File: src/rtl/jtag_tap_sampled.sv
// jtag_tap_sampled: IEEE 1149.1 TAP controller that runs entirely in the
// clk_i domain. It oversamples TCK/TMS/TDI/TRST and provides IDCODE, BYPASS
// and a USER data register that exchanges a word with fabric logic.
// Optional build macro: JTAG_TAP_SRST_EN adds instruction 5'b00010, which
// selects a 1-bit SRST data register that drives srst_o.
module jtag_tap_sampled #(
  parameter int          IR_LEN      = 5,
  parameter logic [31:0] IDCODE_VAL  = 32'h1BEEF001,
  parameter int          USER_WIDTH  = 32,
  parameter int          SYNC_STAGES = 2
) (
  input  logic                  clk_i,
  input  logic                  rst_n_i,
  input  logic                  tck_i,
  input  logic                  tms_i,
  input  logic                  tdi_i,
  input  logic                  trst_ni,
  output logic                  tdo_o,
  output logic                  tdo_oe_o,
  output logic [3:0]            tap_state_o,
  input  logic [USER_WIDTH-1:0] user_rd_data_i,
  output logic [USER_WIDTH-1:0] user_wr_data_o,
  output logic                  user_wr_valid_o,
  output logic                  srst_o
);

  typedef enum logic [3:0] {
    S_EXIT2_DR = 4'h0,
    S_EXIT1_DR = 4'h1,
    S_SHIFT_DR = 4'h2,
    S_PAUSE_DR = 4'h3,
    S_SEL_IR   = 4'h4,
    S_UPD_DR   = 4'h5,
    S_CAP_DR   = 4'h6,
    S_SEL_DR   = 4'h7,
    S_EXIT2_IR = 4'h8,
    S_EXIT1_IR = 4'h9,
    S_SHIFT_IR = 4'hA,
    S_PAUSE_IR = 4'hB,
    S_RTI      = 4'hC,
    S_UPD_IR   = 4'hD,
    S_CAP_IR   = 4'hE,
    S_TLR      = 4'hF
  } tapState_e;

  localparam logic [IR_LEN-1:0] C_IR_IDCODE  = IR_LEN'(1);
  localparam logic [IR_LEN-1:0] C_IR_USER    = IR_LEN'(8);
  localparam logic [IR_LEN-1:0] C_IR_CAPTURE = IR_LEN'(1);

  logic [SYNC_STAGES-1:0] r_tckSync;
  logic [SYNC_STAGES-1:0] r_tmsSync;
  logic [SYNC_STAGES-1:0] r_tdiSync;
  logic [SYNC_STAGES-1:0] r_trstSync;
  logic                   r_tckPrev;

  logic w_tck;
  logic w_tms;
  logic w_tdi;
  logic w_trstN;
  logic w_tckRise;
  logic w_tckFall;

  tapState_e r_state;
  tapState_e w_nextState;

  logic [IR_LEN-1:0]     r_irShift;
  logic [IR_LEN-1:0]     r_ir;
  logic [31:0]           r_idShift;
  logic [USER_WIDTH-1:0] r_userShift;
  logic                  r_bypass;
  logic                  r_tdo;
  logic                  r_tdoOe;
  logic [USER_WIDTH-1:0] r_userWrData;
  logic                  r_userWrValid;

  logic w_selIdcode;
  logic w_selUser;
  logic w_drLsb;
  logic w_tdoBit;

`ifdef JTAG_TAP_SRST_EN
  localparam logic [IR_LEN-1:0] C_IR_SRST = IR_LEN'(2);
  logic r_srstShift;
  logic r_srst;
  logic w_selSrst;
`endif

  // Synchronize the asynchronous JTAG pins; TRST chain resets to asserted
  always_ff @(posedge clk_i or negedge rst_n_i) begin
    if (!rst_n_i) begin
      r_tckSync  <= '0;
      r_tmsSync  <= '1;
      r_tdiSync  <= '0;
      r_trstSync <= '0;
      r_tckPrev  <= 1'b0;
    end else begin
      r_tckSync  <= {r_tckSync[SYNC_STAGES-2:0], tck_i};
      r_tmsSync  <= {r_tmsSync[SYNC_STAGES-2:0], tms_i};
      r_tdiSync  <= {r_tdiSync[SYNC_STAGES-2:0], tdi_i};
      r_trstSync <= {r_trstSync[SYNC_STAGES-2:0], trst_ni};
      r_tckPrev  <= r_tckSync[SYNC_STAGES-1];
    end
  end

  assign w_tck     = r_tckSync[SYNC_STAGES-1];
  assign w_tms     = r_tmsSync[SYNC_STAGES-1];
  assign w_tdi     = r_tdiSync[SYNC_STAGES-1];
  assign w_trstN   = r_trstSync[SYNC_STAGES-1];
  assign w_tckRise = w_tck & ~r_tckPrev;
  assign w_tckFall = ~w_tck & r_tckPrev;

  // TAP state register: TRST wins over any TCK edge in the same cycle
  always_ff @(posedge clk_i or negedge rst_n_i) begin
    if (!rst_n_i) begin
      r_state <= S_TLR;
    end else if (!w_trstN) begin
      r_state <= S_TLR;
    end else if (w_tckRise) begin
      r_state <= w_nextState;
    end
  end

  // IEEE 1149.1 next-state function, evaluated with the synchronized TMS
  always_comb begin
    w_nextState = r_state;
    case (r_state)
      S_TLR:      w_nextState = w_tms ? S_TLR      : S_RTI;
      S_RTI:      w_nextState = w_tms ? S_SEL_DR   : S_RTI;
      S_SEL_DR:   w_nextState = w_tms ? S_SEL_IR   : S_CAP_DR;
      S_CAP_DR:   w_nextState = w_tms ? S_EXIT1_DR : S_SHIFT_DR;
      S_SHIFT_DR: w_nextState = w_tms ? S_EXIT1_DR : S_SHIFT_DR;
      S_EXIT1_DR: w_nextState = w_tms ? S_UPD_DR   : S_PAUSE_DR;
      S_PAUSE_DR: w_nextState = w_tms ? S_EXIT2_DR : S_PAUSE_DR;
      S_EXIT2_DR: w_nextState = w_tms ? S_UPD_DR   : S_SHIFT_DR;
      S_UPD_DR:   w_nextState = w_tms ? S_SEL_DR   : S_RTI;
      S_SEL_IR:   w_nextState = w_tms ? S_TLR      : S_CAP_IR;
      S_CAP_IR:   w_nextState = w_tms ? S_EXIT1_IR : S_SHIFT_IR;
      S_SHIFT_IR: w_nextState = w_tms ? S_EXIT1_IR : S_SHIFT_IR;
      S_EXIT1_IR: w_nextState = w_tms ? S_UPD_IR   : S_PAUSE_IR;
      S_PAUSE_IR: w_nextState = w_tms ? S_EXIT2_IR : S_PAUSE_IR;
      S_EXIT2_IR: w_nextState = w_tms ? S_UPD_IR   : S_SHIFT_IR;
      S_UPD_IR:   w_nextState = w_tms ? S_SEL_DR   : S_RTI;
      default:    w_nextState = S_TLR;
    endcase
  end

  assign w_selIdcode = (r_ir == C_IR_IDCODE);
  assign w_selUser   = (r_ir == C_IR_USER);
`ifdef JTAG_TAP_SRST_EN
  assign w_selSrst   = (r_ir == C_IR_SRST);
`endif

  // Pick the bit presented on TDO: IR LSB while in SHIFT_IR, else selected DR LSB
  always_comb begin
    w_drLsb = r_bypass;
    if (w_selIdcode) begin
      w_drLsb = r_idShift[0];
    end else if (w_selUser) begin
      w_drLsb = r_userShift[0];
    end
`ifdef JTAG_TAP_SRST_EN
    else if (w_selSrst) begin
      w_drLsb = r_srstShift;
    end
`endif
    w_tdoBit = (r_state == S_SHIFT_IR) ? r_irShift[0] : w_drLsb;
  end

  // Capture/shift on TCK rise, TDO and updates on TCK fall, TRST overrides edges
  always_ff @(posedge clk_i or negedge rst_n_i) begin
    if (!rst_n_i) begin
      r_irShift     <= C_IR_CAPTURE;
      r_ir          <= C_IR_IDCODE;
      r_idShift     <= '0;
      r_userShift   <= '0;
      r_bypass      <= 1'b0;
      r_tdo         <= 1'b0;
      r_tdoOe       <= 1'b0;
      r_userWrData  <= '0;
      r_userWrValid <= 1'b0;
`ifdef JTAG_TAP_SRST_EN
      r_srstShift   <= 1'b0;
      r_srst        <= 1'b0;
`endif
    end else begin
      r_userWrValid <= 1'b0;
      if (!w_trstN) begin
        r_ir    <= C_IR_IDCODE;
        r_tdoOe <= 1'b0;
`ifdef JTAG_TAP_SRST_EN
        r_srst  <= 1'b0;
`endif
      end else if (w_tckRise) begin
        case (r_state)
          S_CAP_IR:   r_irShift <= C_IR_CAPTURE;
          S_SHIFT_IR: r_irShift <= {w_tdi, r_irShift[IR_LEN-1:1]};
          S_CAP_DR: begin
            if (w_selIdcode) begin
              r_idShift <= IDCODE_VAL;
            end else if (w_selUser) begin
              r_userShift <= user_rd_data_i;
            end
`ifdef JTAG_TAP_SRST_EN
            else if (w_selSrst) begin
              r_srstShift <= r_srst;
            end
`endif
            else begin
              r_bypass <= 1'b0;
            end
          end
          S_SHIFT_DR: begin
            if (w_selIdcode) begin
              r_idShift <= {w_tdi, r_idShift[31:1]};
            end else if (w_selUser) begin
              r_userShift <= {w_tdi, r_userShift[USER_WIDTH-1:1]};
            end
`ifdef JTAG_TAP_SRST_EN
            else if (w_selSrst) begin
              r_srstShift <= w_tdi;
            end
`endif
            else begin
              r_bypass <= w_tdi;
            end
          end
          default: ;
        endcase
        if (w_nextState == S_TLR) begin
          r_ir   <= C_IR_IDCODE;
`ifdef JTAG_TAP_SRST_EN
          r_srst <= 1'b0;
`endif
        end
      end else if (w_tckFall) begin
        if ((r_state == S_SHIFT_IR) || (r_state == S_SHIFT_DR)) begin
          r_tdo   <= w_tdoBit;
          r_tdoOe <= 1'b1;
        end else begin
          r_tdoOe <= 1'b0;
        end
        if (r_state == S_UPD_IR) begin
          r_ir <= r_irShift;
        end
        if ((r_state == S_UPD_DR) && w_selUser) begin
          r_userWrData  <= r_userShift;
          r_userWrValid <= 1'b1;
        end
`ifdef JTAG_TAP_SRST_EN
        if ((r_state == S_UPD_DR) && w_selSrst) begin
          r_srst <= r_srstShift;
        end
`endif
      end
    end
  end

  assign tdo_o           = r_tdo;
  assign tdo_oe_o        = r_tdoOe;
  assign tap_state_o     = r_state;
  assign user_wr_data_o  = r_userWrData;
  assign user_wr_valid_o = r_userWrValid;
`ifdef JTAG_TAP_SRST_EN
  assign srst_o          = r_srst;
`else
  assign srst_o          = 1'b0;
`endif

endmodule

File: config.mk
export PLATFORM = sky130hd
export DESIGN_NAME = jtag_tap_sampled
export DESIGN_NICKNAME = d
export VERILOG_FILES = /design/src/rtl/jtag_tap_sampled.sv
export SDC_FILE = /design/constraint.sdc
export NUM_CORES = 1
export LEC_CHECK = 0
export ABC_AREA = 1
export CORE_ASPECT_RATIO = 0.8
export CORE_MARGIN = 3
export CORE_UTILIZATION = 50
export DETAILED_ROUTE_END_ITERATION = 16
export GPL_ROUTABILITY_DRIVEN = 0
export GPL_TIMING_DRIVEN = 0
export MAX_ROUTING_LAYER = met4
export PLACE_DENSITY = 0.76
export REMOVE_ABC_BUFFERS = 1
export SYNTH_ARGS = -nofsm -noshare
export SYNTH_HDL_FRONTEND = slang
export SYNTH_SLANG_ARGS = --single-unit
File: constraint.sdc
create_clock -name clk_i -period 1.7 [get_ports clk_i]
set_input_delay 0.51 -clock clk_i [delete_from_list [all_inputs] [get_ports clk_i]]
set_output_delay 0.51 -clock clk_i [all_outputs]
set_load 0.05 [all_outputs]
==> results.toml, run 1 <==
[clock_tree]
cts_tree = "done"
clkSlewWorstSetupHoldPaths_ns = 0.06
numCtsBuffers = 17
cts_hold_buffers = 0
clk_path_buf_depth = 2
cts_num_sinks = 123
clk_latency_ns = 0.43
root_buffer = "clkbuf_16"
h-tree-depth = 4

[timing]
finalCritPeriodShare_pct = 113
drv_slew = 0
final.setup.tns_ns = -8.79
clock.fmax_mhz = 519
finClkSkew_ns = 0.0147
holdWs_ns = -0.00683
worst_slack_ns = -0.225
period_needed_ns = 1.92
finalSetupViolCount = 105
rsz0062_at_grt = "yes"
hold_viol = 1

[finish]
nNetsFinal = 758
antenna_cells = 0
final_cell_count_no_fill = 873
fin_area_um2 = 8400
utilization_pct = 81.4
ff_latch_area_um2 = 3090
multi_input_area_um2 = 2490
drive_gt1_share_pct = 42.3
area_growth_pct = 57.1
final.fill_count = 503

[worst_setup_path]
path_cells = "inv_2 -> nand2_1 -> nor2_2 -> nor2_2 -> nand3b_1 -> nand3_2 -> nand2_4 -> nand2_4 -> nand2_1 -> nand2_1"
slowest_stage = "dfstp_2"
path_common_cell = "nand2_1"
max_stage_delay_ns = 0.62
required_ns = 2.06
cp_num_buf_inv = 1
cp.arrival_ns = 2.29
cp-end-kind = "flip-flop"
crit_family = "simple AND/OR/NAND/NOR gates"
worst_setup_path_start_kind = "flip-flop"
cp_max_fo = 6
crit_type = "reg -> reg"

[die]
die_w_um = 122
num_rows = 33
die_y_um = 98.5
die_area_um2 = 12000
io_pins = 78
start_util_pct = 51.8
core_um2 = 10300

[pwr]
p_total_mw = 7.85
static-leakage-power_nw = 3.90
peakVddDrop_v = 0.000682
p_per_area_nw_per_um2 = 934

[synth]
syn_area_um2 = 5350
synth_top_area_share_pct = 53.8
yosysWarnings = 0
synth_cell_types = 30
synth_ff_type = "dfrtp_1"
yosysSeqAreaShare_pct = 57.7
post-synth-top-count-cell = "nand2_1"
netlist_instances = 586
synth_common_cells = "nand2_1 (132), dfrtp_1 (115), inv_1 (82)"
async_flop_share_pct = 100
synth_area_leaders = "dfrtp_1 (54%), nand2_1 (9.3%), inv_1 (5.8%), a22oi_1 (4.5%), dfstp_2 (3.9%)"
syn_avg_cell_area_um2 = 9.13
synth-seq-cells = 123
synth_edf_count = 0
yosys.area.top_type = "dfrtp_1"

[global_routing]
antenna_found_initial = 0
grt_pass1_wl_um = 23400
grtUsageTotal_pct = 26.0
grt.overflow.total = 0
grt_max_degree = 87
grt_pass1_vias = 4763

[drt]
wire_per_inst_um = 24.7
drc = 0
routed_wirelength_um = 21500
drtIter0Drc = 814
ant_nets = 0
vias = 5457
drt-pass1-iter-count = 8
via_per_inst = 6.25

[status]
violations = "negative hold slack, negative setup slack"
outcome = "finished with violations"

[placement]
dp_hpwl_um = 7140
place_inst = 774
place_ws_ns = -1.13
post_dp_cell_area_um2 = 6090
port_buffers = 76

[flow_run]
drv_cap = 0

[worst_hold_path]
hp-class = "in -> async"
[metal layers]
layer	global-route usage (%)	part of all wire [%]	up-vias
met2	40.6	48	483
met5	-	0	-
met3	7.80	11	152
met4	12.7	6.9	0
li1	-	-	2188
met1	30.7	34	2634
[power breakdown]
group / switching (mW) / internal (mW)
clock: 1.39 / 2.71
sequential: 0.0553 / 3.00
combinational: 0.408 / 0.286
total: 1.86 / 6.00
[cell usage in the layout, fill, tap and decap left out, drive strengths merged, types with 8 or more instances in the layout]
master,Yosys,final
clkdlybuf4s15,0,15
a21oi,38,38
clkinv,1,8
nand3,29,29
buf,28,66
clkdlybuf4s50,0,36
nand2,138,144
inv,87,90
nor2,25,25
o21ai,64,64
a22oi,32,32
dfstp,8,8
dfrtp,115,115
clkbuf,2,26
[cell type report]
class	count	share of cell area [%]
Clock buffer	21	5.60
Multi-Input combinational cell	351	29.7
Inverter	88	4.74
Timing Repair Buffer	128	16.9
Sequential cell	123	36.8
Timing Repair inverter	11	1.98
Clock inverter	11	2.26
Tap cell	140	2.08
[flip-flops by register name (all words and copies together) (netlist names)]
register / flops
r_tckSync: 2
r_bypass: 1
r_idShift: 32
user_wr_valid_o: 1
r_userShift: 32
r_trstSync: 2
user_wr_data_o: 32
tap_state_o: 4
r_tmsSync: 2
r_tdiSync: 2
r_irShift: 5
tdo_o: 1
r_ir: 5
tdo_oe_o: 1
r_tckPrev: 1
[path summary, 6_finish.rpt]
kind	cells after the start	startpoint	endpoint	slack (ns)
min	1	rst_n_i	r_irShift[1]$_DFFE_PN0P_	-0.007
max	10	tap_state_o[1]$_DFFE_PN1N_	r_ir[0]$_DFFE_PN1P_	-0.22
max reg2reg	10	tap_state_o[1]$_DFFE_PN1N_	r_ir[0]$_DFFE_PN1P_	-0.22
min in group clk_i	0	r_tckSync[0]$_DFF_PN0_	r_tckSync[1]$_DFF_PN0_	0.35
max in group asynchronous	2	rst_n_i	user_wr_data_o[16]$_DFFE_PN0P_	0.96
min reg2reg	0	r_tckSync[0]$_DFF_PN0_	r_tckSync[1]$_DFF_PN0_	0.35
[kinds of logic (layout without fill, tap and decap cells)]
| family | after synthesis | count (layout) | share of synthesized area [%] |
|---|---|---|---|
| buffers and inverters | 118 | 259 | 10.9 |
| DFF | 123 | 123 | 57.7 |
| other | 1 | 1 | 0.0701 |
| and+or+nand+nor | 198 | 204 | 15.5 |
| AOI/OAI and AO/OA | 146 | 146 | 15.8 |
[what timing repair did]
action                     4_1_cts  5_1_grt
pin swaps                        7       29
gates cloned                     8       17
setup endpoints to repair      132      114
gates resized for setup        172      276
buffers inserted                17       25
Power figures use the tool's default switching activity.
==> run 2, diff against run 1 <==
Settings changed: CORE_UTILIZATION 50 to 54, PLACE_DENSITY 0.76 to 0.81, RECOVER_POWER set to 100.
==> run 2 against run 1 <==
  * The flow finishes with violations (negative setup slack)
  * Clock skew down 0.0076 ns
  * Wire length fell by 14%
  * Combinational power shrank 12%
  * Final cell count shrank 2.9%
  * Sequential cell count stayed put
  * Critical path type unchanged
  * Critical endpoint unchanged
==> results.toml, run 2 (synthesis results as in run 1) <==
[status]
outcome = "finished with violations"
violations = "negative setup slack"

[drt]
drt-pass1-iter-count = 5
via_per_inst = 6.18
ant_nets = 0
drc = 0
routed_wirelength_um = 18500
vias = 5239
wire_per_inst_um = 21.8
drtIter0Drc = 721

[die]
io_pins = 78
num_rows = 31
core_um2 = 9350
die_area_um2 = 11100
die_w_um = 117
die_y_um = 95.0
start_util_pct = 57.2

[timing]
final.setup.tns_ns = -1.86
drv_slew = 0
period_needed_ns = 1.91
clock.fmax_mhz = 524
holdWs_ns = 0.345
rsz0062_at_grt = "yes"
tightest_slew_ns = 0.943
finalCritPeriodShare_pct = 112
hold_viol = 0
worst_slack_ns = -0.208
finClkSkew_ns = 0.00706
finalSetupViolCount = 38
slew_headroom_pct = 37.1

[clock_tree]
root_buffer = "clkbuf_16"
numCtsBuffers = 17
clk_latency_ns = 0.42
clkSlewWorstSetupHoldPaths_ns = 0.06
cts_num_sinks = 123
cts_tree = "done"
h-tree-depth = 4
clk_path_buf_depth = 2

[finish]
area_growth_pct = 41.9
nNetsFinal = 742
final_cell_mix = "nand2_1 (126), dfrtp_1 (115), inv_1 (80)"
antenna_cells = 0
layout_commonest_cell = "nand2_1"
drive_gt1_share_pct = 28.5

[worst_hold_path]
hold_depth = 0
hp-class = "reg -> reg"

[global_routing]
grt_max_degree = 107
antenna_found_initial = 0
grtUsageTotal_pct = 29.5
grt_pass1_wl_um = 24000
grt.overflow.total = 0
grt_pass1_vias = 4765

[worst_setup_path]
required_ns = 2.06
cp_max_fo = 6
cp-end-kind = "flip-flop"
rr_worst_depth = 10
cp.arrival_ns = 2.27
worst_setup_path_start_kind = "flip-flop"
crit_type = "reg -> reg"

[placement]
port_buffers = 76
dp_hpwl_um = 7080

[flow_run]
drv_cap = 0

[pwr]
peakVddDrop_v = 0.000663
p_per_area_nw_per_um2 = 922
static-leakage-power_nw = 3.57
-- run 2: cell count changes in the layout (fill, tap and decap cells not counted), sizes merged --
cell / before / now
buf: 66 / 51
clkdlybuf4s15: 15 / 29
clkdlybuf4s18: 6 / 1
dlygate4sd3: 0 / 5
bufinv: 6 / 2
clkdlybuf4s50: 36 / 32
clkinvlp: 6 / 2
clkbuf: 26 / 23
nand2: 144 / 142
inv: 90 / 91
-- run 2: where the power goes --
group	switching (mW)	leakage [nW]	total, mW	internal (mW)
combinational	0.367	1.78	0.608	0.241
clock	1.28	0.269	3.34	2.06
sequential	0.0524	1.51	3.05	3.00
-- run 2: area by class of cell --
type | count | area [um2]
tap | 132 | 165
inverter | 88 | 399
timing repair buffer | 119 | 1240
multi-input combinational | 349 | 2070
clock buffer | 22 | 464
fill | 490 | 1760
sequential | 123 | 3090
clock inverter | 9 | 72.6
timing repair inverter | 6 | 78.8
-- run 2: per-stage QoR --
stage / setup WS [ns] / std cells / utilization [%] / power [mW] / cell area [um2]
final: -0.208 / 848 / 81.2 / 7.00 / 7590
after global routing: -0.263 / 848 / 81.2 / 7.18 / 7590
after floorplan: -0.630 / 556 / - / 3.29 / 5100
after CTS: -0.0718 / 821 / 75.3 / 6.83 / 7030
after global placement: -4.36 / 764 / 64.5 / 3.48 / 6030
after detailed placement: -1.05 / 766 / 65.0 / 3.50 / 6080
-- run 2: final timing paths --
kind	slack, ns	endpoint	from
setup / recovery	-0.21	r_ir[0]$_DFFE_PN1P_	tap_state_o[1]$_DFFE_PN1N_
hold / removal	0.35	r_tckSync[1]$_DFF_PN0_	r_tckSync[0]$_DFF_PN0_
hold reg to reg	0.35	r_tckSync[1]$_DFF_PN0_	r_tckSync[0]$_DFF_PN0_
min in group asynchronous	0.49	r_ir[2]$_DFFE_PN0P_	rst_n_i
setup reg to reg	-0.21	r_ir[0]$_DFFE_PN1P_	tap_state_o[1]$_DFFE_PN1N_
max in group asynchronous	0.06	user_wr_data_o[7]$_DFFE_PN0P_	rst_n_i
-- run 2: metal layers --
metal | wire [um] | share of wire (%) | GRT usage, % | vias to the layer above
li1 | - | - | - | 2152
met1 | 6580 | 36 | 35.4 | 2533
met2 | 8900 | 48 | 45.4 | 411
met3 | 1770 | 9.6 | 9.42 | 143
met4 | 1240 | 6.7 | 13.6 | 0
met5 | 0 | 0 | - | -
-- run 2: repair_timing --
item | 4_1_cts | 5_1_grt
gates cloned | 8 | 3
setup endpoints to repair | 130 | 113
setup buffers | 15 | 24
gates resized for setup | 176 | 101
pin swaps | 6 | 24
hold buffers | 1 | 0
hold endpoints to repair | 12 | 0
-- run 2: worst max-delay path, stage by stage, from the launching register on --
cell      delay, ns
dfstp_2        0.62
inv_2          0.11
nor2_1         0.17
nand2_1        0.12
nand2_1        0.08
nand3b_1       0.15
nand3_1        0.12
nand2_2        0.17
buf_4          0.15
nand3_1        0.08
nand2_1        0.09
